File: config.mk
export PLATFORM = sky130hd
export DESIGN_NAME = fetch_queue_flat
export DESIGN_NICKNAME = d
export VERILOG_FILES = /design/src/rtl/fetch_pkg.sv /design/src/rtl/fetch_queue_if.sv /design/src/rtl/fq_storage.sv /design/src/rtl/fetch_queue.sv /design/src/flat_wrapper.sv
export SDC_FILE = /design/constraint.sdc
export NUM_CORES = 1
export LEC_CHECK = 0
export BUFFER_PORTS_ARGS = -buffer_cell sky130_fd_sc_hd__buf_4
export CORE_MARGIN = 1.5
export CORE_UTILIZATION = 50
export DETAILED_ROUTE_END_ITERATION = 8
export PLACE_DENSITY = 0.78
export SLEW_MARGIN = 20
export SYNTH_ARGS = -nofsm -noshare
export SYNTH_HDL_FRONTEND = slang
export SYNTH_SLANG_ARGS = --single-unit
export TNS_END_PERCENT = 30
File: constraint.sdc
create_clock -name clk -period 14.2 [get_ports clk]
set_input_delay 1.42 -clock clk [delete_from_list [all_inputs] [get_ports clk]]
set_output_delay 1.42 -clock clk [all_outputs]
set_load 0.05 [all_outputs]
File: src/rtl/fetch_pkg.sv
// Shared types and constants for the instruction fetch queue.
package fetch_pkg;

   localparam int unsigned WIDTH_DEFAULT = 32;
   localparam int unsigned PC_STEP       = 4;

   // One queued fetch: PC, instruction word and a precomputed misalignment flag.
   typedef struct packed {
      logic [WIDTH_DEFAULT-1:0] pc;
      logic [WIDTH_DEFAULT-1:0] instr;
      logic                     misaligned;
   } fq_entry_t;

endpackage

File: src/rtl/fetch_queue_if.sv
// Fetch-to-decode handshake bundle. master = fetch/decode side, slave = the queue.
interface fetch_queue_if #(
   parameter int unsigned WIDTH = 32,
   parameter int unsigned DEPTH = 4
);
   localparam int unsigned CW = $clog2(DEPTH + 1);

   logic             in_valid;
   logic             in_ready;
   logic [WIDTH-1:0] in_pc;
   logic [WIDTH-1:0] in_instr;
   logic             flush;
   logic             out_valid;
   logic             out_ready;
   logic [WIDTH-1:0] out_pc;
   logic [WIDTH-1:0] out_instr;
   logic [WIDTH-1:0] out_pc_plus4;
   logic             out_misaligned;
   logic [CW-1:0]    count;

   modport master (
      output in_valid, in_pc, in_instr, flush, out_ready,
      input  in_ready, out_valid, out_pc, out_instr, out_pc_plus4, out_misaligned, count
   );

   modport slave (
      input  in_valid, in_pc, in_instr, flush, out_ready,
      output in_ready, out_valid, out_pc, out_instr, out_pc_plus4, out_misaligned, count
   );
endinterface

File: src/rtl/fq_storage.sv
// DEPTH-entry register array: one synchronous write port, one asynchronous read port.
module fq_storage
   import fetch_pkg::*;
#(
   parameter int unsigned DEPTH = 4,
   localparam int unsigned AW   = $clog2(DEPTH)
) (
   input  logic          clk,
   input  logic          rst,
   input  logic          we_i,
   input  logic [AW-1:0] waddr_i,
   input  fq_entry_t     wdata_i,
   input  logic [AW-1:0] raddr_i,
   output fq_entry_t     rdata_o
);

   fq_entry_t mem_q [DEPTH];

   // Entry write; reset clears every slot so head outputs are never X.
   always_ff @(posedge clk or posedge rst) begin
      if (rst) begin
         mem_q <= '{default: '0};
      end else if (we_i) begin
         mem_q[waddr_i] <= wdata_i;
      end
   end

   assign rdata_o = mem_q[raddr_i];

endmodule

File: src/rtl/fetch_queue.sv
// Instruction fetch queue between fetch and decode.
// Optional same-cycle empty-queue bypass is enabled by defining IFQ_BYPASS_EN.
module fetch_queue
   import fetch_pkg::*;
#(
   parameter int unsigned WIDTH = WIDTH_DEFAULT,
   parameter int unsigned DEPTH = 4
) (
   input logic          clk,
   input logic          rst,
   fetch_queue_if.slave q_io
);

   localparam int unsigned AW = $clog2(DEPTH);
   localparam int unsigned CW = $clog2(DEPTH + 1);

   logic [AW-1:0] wr_ptr_q, wr_ptr_d;
   logic [AW-1:0] rd_ptr_q, rd_ptr_d;
   logic [CW-1:0] count_q, count_d;

   fq_entry_t in_entry, rd_entry, head;
   logic      empty, bypass, push, pop, we;

   assign empty = (count_q == '0);

`ifdef IFQ_BYPASS_EN
   // Empty queue: present the incoming fetch directly to decode.
   assign bypass = empty && q_io.in_valid;
`else
   assign bypass = 1'b0;
`endif

   // Package struct is WIDTH_DEFAULT wide; casts adapt to the instance WIDTH.
   always_comb begin
      in_entry            = '0;
      in_entry.pc         = WIDTH_DEFAULT'(q_io.in_pc);
      in_entry.instr      = WIDTH_DEFAULT'(q_io.in_instr);
      in_entry.misaligned = |q_io.in_pc[1:0];
   end

   fq_storage #(
      .DEPTH (DEPTH)
   ) u_storage (
      .clk     (clk),
      .rst     (rst),
      .we_i    (we),
      .waddr_i (wr_ptr_q),
      .wdata_i (in_entry),
      .raddr_i (rd_ptr_q),
      .rdata_o (rd_entry)
   );

   // Handshake decode and head selection.
   always_comb begin
      q_io.in_ready  = (count_q != CW'(DEPTH));
      q_io.out_valid = bypass || !empty;
      head           = bypass ? in_entry : rd_entry;
      // A bypassed entry that decode takes this cycle is never stored.
      push           = q_io.in_valid && q_io.in_ready && !(bypass && q_io.out_ready);
      pop            = q_io.out_valid && q_io.out_ready && !bypass;
      we             = push && !q_io.flush;
   end

   assign q_io.out_pc         = WIDTH'(head.pc);
   assign q_io.out_instr      = WIDTH'(head.instr);
   assign q_io.out_misaligned = head.misaligned;
   assign q_io.out_pc_plus4   = q_io.out_pc + WIDTH'(PC_STEP);
   assign q_io.count          = count_q;

   // Pointer/count next state; flush overrides any push or pop.
   always_comb begin
      wr_ptr_d = wr_ptr_q;
      rd_ptr_d = rd_ptr_q;
      count_d  = count_q;
      if (q_io.flush) begin
         wr_ptr_d = '0;
         rd_ptr_d = '0;
         count_d  = '0;
      end else begin
         if (push) wr_ptr_d = wr_ptr_q + AW'(1);
         if (pop)  rd_ptr_d = rd_ptr_q + AW'(1);
         unique case ({push, pop})
            2'b10:   count_d = count_q + CW'(1);
            2'b01:   count_d = count_q - CW'(1);
            default: count_d = count_q;
         endcase
      end
   end

   // Pointer and count registers.
   always_ff @(posedge clk or posedge rst) begin
      if (rst) begin
         wr_ptr_q <= '0;
         rd_ptr_q <= '0;
         count_q  <= '0;
      end else begin
         wr_ptr_q <= wr_ptr_d;
         rd_ptr_q <= rd_ptr_d;
         count_q  <= count_d;
      end
   end

endmodule

File: src/flat_wrapper.sv
// flat-port wrapper written by rule: the top's interface ports become plain ports
module fetch_queue_flat import fetch_pkg::*;
#(
   parameter int unsigned WIDTH = WIDTH_DEFAULT,
   parameter int unsigned DEPTH = 4
)
  (clk, rst, q_io_in_valid, q_io_in_pc, q_io_in_instr, q_io_flush, q_io_out_ready, q_io_in_ready, q_io_out_valid, q_io_out_pc, q_io_out_instr, q_io_out_pc_plus4, q_io_out_misaligned, q_io_count);
  fetch_queue_if #(.WIDTH(WIDTH), .DEPTH(DEPTH)) q_io_i ();
  input logic clk;
  input logic rst;
  input wire logic [$bits(q_io_i.in_valid)-1:0] q_io_in_valid;
  input wire logic [$bits(q_io_i.in_pc)-1:0] q_io_in_pc;
  input wire logic [$bits(q_io_i.in_instr)-1:0] q_io_in_instr;
  input wire logic [$bits(q_io_i.flush)-1:0] q_io_flush;
  input wire logic [$bits(q_io_i.out_ready)-1:0] q_io_out_ready;
  output wire logic [$bits(q_io_i.in_ready)-1:0] q_io_in_ready;
  output wire logic [$bits(q_io_i.out_valid)-1:0] q_io_out_valid;
  output wire logic [$bits(q_io_i.out_pc)-1:0] q_io_out_pc;
  output wire logic [$bits(q_io_i.out_instr)-1:0] q_io_out_instr;
  output wire logic [$bits(q_io_i.out_pc_plus4)-1:0] q_io_out_pc_plus4;
  output wire logic [$bits(q_io_i.out_misaligned)-1:0] q_io_out_misaligned;
  output wire logic [$bits(q_io_i.count)-1:0] q_io_count;
  assign q_io_i.in_valid = q_io_in_valid;
  assign q_io_i.in_pc = q_io_in_pc;
  assign q_io_i.in_instr = q_io_in_instr;
  assign q_io_i.flush = q_io_flush;
  assign q_io_i.out_ready = q_io_out_ready;
  assign q_io_in_ready = q_io_i.in_ready;
  assign q_io_out_valid = q_io_i.out_valid;
  assign q_io_out_pc = q_io_i.out_pc;
  assign q_io_out_instr = q_io_i.out_instr;
  assign q_io_out_pc_plus4 = q_io_i.out_pc_plus4;
  assign q_io_out_misaligned = q_io_i.out_misaligned;
  assign q_io_count = q_io_i.count;
  fetch_queue #(.WIDTH(WIDTH), .DEPTH(DEPTH)) u_core (.clk(clk), .rst(rst), .q_io(q_io_i));
endmodule
# Word-level counts from Yosys, hierarchy flattened
# Cells that the tools add are included.
# Widths: inputs -> output; s select.
[classes]
n_lt_le_gt_ge = 3
reduce_logical = 11
eq_ne = 3
bitwise = 2
muxes = 12
addsub = 5
[ops]
columns = ["op", "n"]
rows = [
  ["$bwmux 260", 1],
  ["$mux 65", 3],
  ["$bmux 65 s2", 1],
  ["$demux 65 s2", 1],
  ["$add 32x3->32 const B", 1],
  ["$mux 2", 4],
  ["$ge 3x3->1 const B", 2],
  ["$not 2->3", 2],
  ["$pmux 3 s2", 1],
  ["$add 2x1->2 const B", 2],
  ["$logic_and 1x1->1", 4],
  ["$reduce_bool 2->1", 2],
  ["$add 3x1->3 const B", 1],
  ["$logic_not 3->1", 1],
  ["$lt 3x1->1 const B", 1],
  ["$mux 3", 1],
  ["$ne 3x3->1 const B", 1],
  ["$reduce_bool 3->1", 1],
  ["$sub 3x1->3 const B", 1],
  ["$eq 2x1->1 const B", 1],
  ["$eq 2x2->1 const B", 1],
  ["$logic_not 1->1", 2],
  ["$reduce_or 2->1", 1],
]
[totals]
input_bits = 69
out_inout_bits = 102
wordCells = 51
regBits = 267

# Longest topological paths before layout
# Gate-level depths: netlist of run 1.
[logic_depth]
word_depth = 6
ltp_mapped = 9
mapped_depth_nobuf = 6

# By module
# A second synthesis of run 1 with hierarchy kept.
[unflattened]
cells_unflattened = 756
hier_area_um2 = 12627.1
[modules_own_cells]
columns = ["mod", "seq_area_each_um2", "area_per_inst_um2", "n_inst", "cells_per_inst"]
rows = [
  ["fq_storage", 6506.2, 11658.7, 1, 632],
  ["fetch_queue", 175.2, 968.4, 1, 124],
]

# Least setup slack after synthesis of run 1
# OpenSTA, ideal clock, no wires.
[synth_path]
path_type = "register to output"
startpoint = "register u_core.rd_ptr_q[0]"
endpoint = "output q_io_out_pc_plus4[12]"
required_ps = 12780
stages_incl_launch_ff = 10
path_buffers = 3
path_slack_ps = 9818
arrival_time_ps = 2962
path_cell_list = "dfrtp_1 > buf_6 > buf_12 > mux4_2 > ha_1 > and3_1 > and2_1 > clkbuf_1 > and3_1 > xor2_1"
[synth_via]
elab_chain_len = 5
[synth_lines]
columns = ["element", "line", "text"]
rows = [
  ["start, declared", "fetch_queue.sv:18", "logic [AW-1:0] rd_ptr_q, rd_ptr_d;"],
  ["start signal, assigned", "fetch_queue.sv:98", "rd_ptr_q <= rd_ptr_d;"],
  ["$not 2->3 (implied by the code)", "fq_storage.sv:28", "assign rdata_o = mem_q[raddr_i];"],
  ["$bmux 65 s2", "fq_storage.sv:28", ""],
  ["$mux 65 (implied by the code) (2 in a row)", "fq_storage.sv:28", ""],
  ["net q_io_out_pc[2]", "flat_wrapper.sv:18", "output wire logic [$bits(q_io_i.out_pc)-1:0] q_io_out_pc;"],
  ["$add 32x3->32", "fetch_queue.sv:67", "assign q_io.out_pc_plus4 = q_io.out_pc + WIDTH'(PC_STEP);"],
  ["end, declared", "flat_wrapper.sv:20", "output wire logic [$bits(q_io_i.out_pc_plus4)-1:0] q_io_out_pc_plus4;"],
]
# The timed path passes the listed nets, and every way through them passes these cells. The select of a mux whose other input is x is not followed.

# Worst setup path after layout of run 1
[layout_path]
startpoint = "register u_core.rd_ptr_q[0]"
endpoint = "output q_io_out_pc_plus4[31]"
[layout_via]
elab_chain_len = 5
[layout_lines]
columns = ["element", "line"]
rows = [
  ["$not 2->3 (implied by the code)", "fq_storage.sv:28"],
  ["$bmux 65 s2", "fq_storage.sv:28"],
  ["$mux 65 (implied by the code) (2 in a row)", "fq_storage.sv:28"],
  ["$add 32x3->32", "fetch_queue.sv:67"],
]
# No other way between the ends. The select of a mux whose other input is x is not followed.

==> impl_metrics.ini, run 1 <==
[worst_setup_path]
regToRegSetupSlack_ns = 11.39
cp_max_fo = 36
required_ns = 12.78
start_kind = flip-flop
worstSetupPathType = flip-flop to primary output
cp-end-kind = primary output
cp_data_arrival_time_ns = 4.06

[detailed_routing]
drc_errors = 0
avgRoutedWirePerCell_um = 20.1
ant_nets = 0
drt_iter0_drc = 369
viasPerCell = 5.60
firstDrtPassIters = 4
finalWirelength_um = 25500
via_count = 7116

[floorplan]
die_area_sq_um = 25400
start_util_pct = 50.6
die_h_um = 159
die_w_um = 159
core-area_sq_um = 24200
num_rows = 57
io_pins = 171

[clocking]
cts_sinks = 267
clk_latency_ns = 0.54
post_cts_buffers = 0
cts_buffers = 29
tritoncts = built
cts-root-buf = clkbuf_16
cts.htree.levels = 1
ctsLongestPathBuffers = 3
cts_resized = 0
hold_buffers = 0
clk_pin_slew_ns = 0.06

[synthesis]
synth_flop_cell = dfrtp_1
ys_seq_elements = 267
synth_async_sr_flop_share_pct = 100
synth_commonest_cells = dfrtp_1 (267), mux2_2 (257), mux4_2 (65)
synth_edf_count = 0
synth_most_common_cell = dfrtp_1
synth_area_leaders = dfrtp_1 (55%), mux2_2 (24%), mux4_2 (12%)
yosys_warnings = 0
yosysUniqueCellTypes = 33
yosysSeqAreaShare_pct = 54.6
netlist.area_leader.share_pct = 54.6
syn_area_per_cell_sq_um = 15.9
syn_nets = 845
synth_area_leader_cell = dfrtp_1
syn_area_sq_um = 12200
syn_inst = 770

[sta]
worstMarginPinSlew_ns = 1.10
grt_setup_unrepaired = no
hold_viol = 0
fin_crit_ns = 5.48
worst_clock_skew_ns = 0.0208
tns_ns = 0
final_max_slew_viol_count = 0
setup_viol = 0
fmax_mhz = 183
relSlewSlack_pct = 27.0
fin_crit_sh_pct = 38.6
hold_slack_ns = 0.473

[cells_and_area]
multi_input_area_sq_um = 5270
n_fill_cell = 1867
drive_above_1_share_pct = 59.0
antenna_cells = 0
regArea_sq_um = 6690
nNetsFinal = 1000
synthToLayoutAreaGrowth_pct = 20.1

[global_routing]
overflow = 0
grt_pass1_vias = 7527
grt_pass1_wl_um = 41600
antenna_found_initial = 1
grt_max_degree = 115
grt_usage_pct = 20.5

[job]
max_cap_violations = 0

[placement]
routabilityCongestion = 0.794
place.port_buffers = 170
hpwl_um = 15500

[status]
outcome = finished, final reports clean

[worst_hold_path]
worstHoldPathType = flip-flop to flip-flop
## path summary, 6_finish.rpt
| path | endpoint | cells past startpoint | start |
|---|---|---|---|
| max | q_io_out_pc_plus4[31] | 7 | u_core.rd_ptr_q[0]$_DFFE_PP0P_ |
| min | u_core.u_storage.mem_q[195]$_DFFE_PP0P_ | 2 | u_core.u_storage.mem_q[195]$_DFFE_PP0P_ |
| max reg2reg | u_core.u_storage.mem_q[258]$_DFFE_PP0P_ | 4 | u_core.q_io.count[0]$_DFFE_PP0P_ |
| min reg2reg | u_core.u_storage.mem_q[195]$_DFFE_PP0P_ | 2 | u_core.u_storage.mem_q[195]$_DFFE_PP0P_ |
| max in group asynchronous | u_core.rd_ptr_q[0]$_DFFE_PP0P_ | 3 | rst |
| min in group asynchronous | u_core.u_storage.mem_q[97]$_DFFE_PP0P_ | 2 | rst |
## cell families after synthesis
logic type | after synthesis | share of synthesized area, %
mux | 323 | 35.7
buf+inv | 56 | 2.58
flops | 267 | 54.6
fa+ha+maj | 6 | 0.675
xor+xnor | 33 | 2.36
compound gates | 7 | 0.307
simple gates | 78 | 3.70
## through the flow
stage | utilization [%] | std cells | worst slack [ns] | instance area, sq um
2_1_floorplan | - | 770 | 5.43 | 12200
3_3_place_gp | 56.6 | 1218 | 9.16 | 13700
3_5_place_dp | 56.6 | 1218 | 9.10 | 13700
4_1_cts | 60.7 | 1270 | 8.52 | 14700
5_1_grt | 60.7 | 1270 | 8.34 | 14700
6_report | 60.7 | 1270 | 8.72 | 14700
## placed cells by master, fill, tap and decap left out, types with 12 or more instances in the layout
cell type	netlist	final
mux4_2	65	65
mux2_2	257	257
nand2_1	18	14
buf_4	4	172
xnor2_1	18	18
dfrtp_1	267	265
nor2_1	16	16
clkbuf_16	0	29
xor2_1	15	15
nand3_1	12	12
## flip-flops by register name, indices dropped and copies added, names as in the netlist
register,flops
u_core.q_io.count,3
u_core.rd_ptr_q,2
u_core.u_storage.mem_q,260
u_core.wr_ptr_q,2
## area by class of cell
cell class / instances / share of cell area (%)
Timing Repair Buffer: 173 / 8.87
Clock buffer: 41 / 5.73
Clock inverter: 11 / 0.955
Inverter: 7 / 0.230
Tap cell: 324 / 2.76
Sequential cell: 267 / 45.6
Multi-Input combinational cell: 447 / 35.9
## per-layer routing
layer / track usage (%) / share of wire, % / up-vias
met5: 0 / 0.067 / -
met4: 3.82 / 1.5 / 2
met3: 4.98 / 6.3 / 33
met2: 33.8 / 49 / 204
met1: 28.0 / 43 / 3724
li1: - / - / 3153
## critical path, stage by stage (launching register included)
cell and delay, ns:
dfrtp_4 0.85, buf_4 0.71, mux4_2 0.45, nand4_1 0.21
nor4_4 0.44, nand4_1 0.28, xnor2_1 0.30, buf_4 0.24
Power of run 1 is not shown: default switching activity piles up to over one toggle a cycle in this logic, so the estimate is an artifact.
==> run 2, diff against run 1 <==
--- a/config.mk
+++ b/config.mk
@@ -9,7 +9,7 @@
 export CORE_MARGIN = 1.5
 export CORE_UTILIZATION = 50
 export DETAILED_ROUTE_END_ITERATION = 8
-export PLACE_DENSITY = 0.78
+export PLACE_DENSITY = 0.81
 export SLEW_MARGIN = 20
 export SYNTH_ARGS = -nofsm -noshare
 export SYNTH_HDL_FRONTEND = slang
==> constraint.sdc (replaced) <==
create_clock -name clk -period 4.39 [get_ports clk]
set_input_delay 0.439 -clock clk [delete_from_list [all_inputs] [get_ports clk]]
set_output_delay 0.439 -clock clk [all_outputs]
set_load 0.05 [all_outputs]
==> impl_metrics.ini, run 2 (synthesis gave the netlist of run 1 again) <==
[floorplan]
core-area_sq_um = 24200
num_rows = 57
die_h_um = 159
start_util_pct = 50.6
die_w_um = 159
io_pins = 171
die_area_sq_um = 25400

[worst_setup_path]
critPathTopFamily = simple AND/OR/NAND/NOR gates
endpoint = q_io_out_pc_plus4[31]
required_ns = 3.95
cp-end-kind = primary output
regToRegSetupSlack_ns = 1.62
cp_max_fo = 34
critPathSlowestCell = dfrtp_4
cp_data_arrival_time_ns = 3.42
path_common_cell = nand4_1
crit_buf_inv = 1
start_kind = flip-flop
worstSetupPathType = flip-flop to primary output
crit_start = u_core.rd_ptr_q[0]$_DFFE_PP0P_
critPathMaxStageDelay_ns = 0.87
reg2regPathDepth = 4
r2r_start = u_core.q_io.count[0]$_DFFE_PP0P_
cp.depth = 6
r2r-end = u_core.u_storage.mem_q[186]$_DFFE_PP0P_
cp_cell_sequence = mux4_2 > nand4_1 > nor4_4 > nand4_1 > xnor2_1 > buf_4

[job]
max_cap_violations = 0

[sta]
worstMarginPinSlew_ns = 1.09
hold_viol = 0
final_max_slew_viol_count = 0
tns_ns = 0
fin_crit_ns = 3.86
relSlewSlack_pct = 27.2
fmax_mhz = 259
setup_viol = 0
fin_crit_sh_pct = 87.9
grt_setup_unrepaired = no
worst_clock_skew_ns = 0.0265

[detailed_routing]
via_count = 7167
firstDrtPassIters = 4
drc_errors = 0
finalWirelength_um = 25600
drt_iter0_drc = 338
ant_nets = 0
viasPerCell = 5.64
avgRoutedWirePerCell_um = 20.1

[clocking]
cts_resized = 0
cts-root-buf = clkbuf_16
tritoncts = built
clk_latency_ns = 0.55
cts_buffers = 28
cts.htree.levels = 1
clk_pin_slew_ns = 0.06
cts_sinks = 267
hold_buffers = 1
ctsLongestPathBuffers = 3
post_cts_buffers = 0

[placement]
routabilityCongestion = 0.858
hpwl_um = 16000
place.port_buffers = 170

[global_routing]
grt_max_degree = 92
grt_pass1_wl_um = 41600
grt_pass1_vias = 7679
grt_usage_pct = 20.5
overflow = 0
antenna_found_initial = 0

[cells_and_area]
largest_reg_flops = 260
final_common_cell = dfrtp_1
synthToLayoutAreaGrowth_pct = 19.7
nNetsFinal = 1003
final_cell_mix = dfrtp_1 (265), mux2_2 (257), buf_4 (175)
drive_above_1_share_pct = 58.6
antenna_cells = 0
regMostFlops = u_core.u_storage.mem_q

[worst_hold_path]
min_from = q_io_flush
worstHoldPathType = primary input to flip-flop

[status]
outcome = finished, final reports clean
[run 2: metal layers]
| metal | share of wire (%) | wire, um | GRT usage, % | up-vias |
|---|---|---|---|---|
| met5 | 0 | 0 | 0 | - |
| met4 | 2.2 | 557 | 5.15 | 0 |
| met3 | 6.7 | 1700 | 5.24 | 36 |
| met2 | 49 | 12600 | 35.0 | 194 |
| met1 | 42 | 10700 | 26.4 | 3789 |
| li1 | - | - | - | 3148 |
[run 2: worst min path at each step]
stage               slack, ns                                 endpoint  cells after the start
finish                   0.11           u_core.rd_ptr_q[0]$_DFFE_PP0P_                      2
global route              0.1         u_core.q_io.count[1]$_DFFE_PP0P_                      2
CTS                      0.08           u_core.rd_ptr_q[1]$_DFFE_PP0P_                      2
detailed placement       0.46  u_core.u_storage.mem_q[220]$_DFFE_PP0P_                      2
global placement         0.45  u_core.u_storage.mem_q[220]$_DFFE_PP0P_                      2
floorplan                0.44   u_core.u_storage.mem_q[65]$_DFFE_PP0P_                      2
[run 2: worst register-to-register path, stage by stage (launching register included)]
cell and delay (ns):
dfrtp_1 0.46, or3b_2 0.56, and3b_1 0.32, nand2_4 0.85, mux2_2 0.46
[run 2: stage by stage]
step	std cells	hold slack, ns	instance area [sq um]	utilization [%]	setup slack (ns)
final	1271	0.109	14600	60.5	0.530
after global routing	1271	0.0971	14600	60.5	0.237
after detailed placement	1221	0.456	13700	56.7	1.05
after CTS	1271	0.0840	14600	60.5	0.443
after global placement	1221	0.455	13700	56.7	1.07
after floorplan	770	0.445	12200	-	0.426
[run 2: cell type report]
| cell class | count | area, sq um |
|---|---|---|
| flip-flops and latches | 267 | 6690 |
| multi-input cells | 447 | 5260 |
| inverters | 7 | 30.0 |
| fillers | 1815 | 9550 |
| clock inverters | 11 | 144 |
| well taps | 324 | 405 |
| repair buffers | 177 | 1340 |
| clock buffers | 38 | 758 |
Power of run 2 is left out for the same reason.
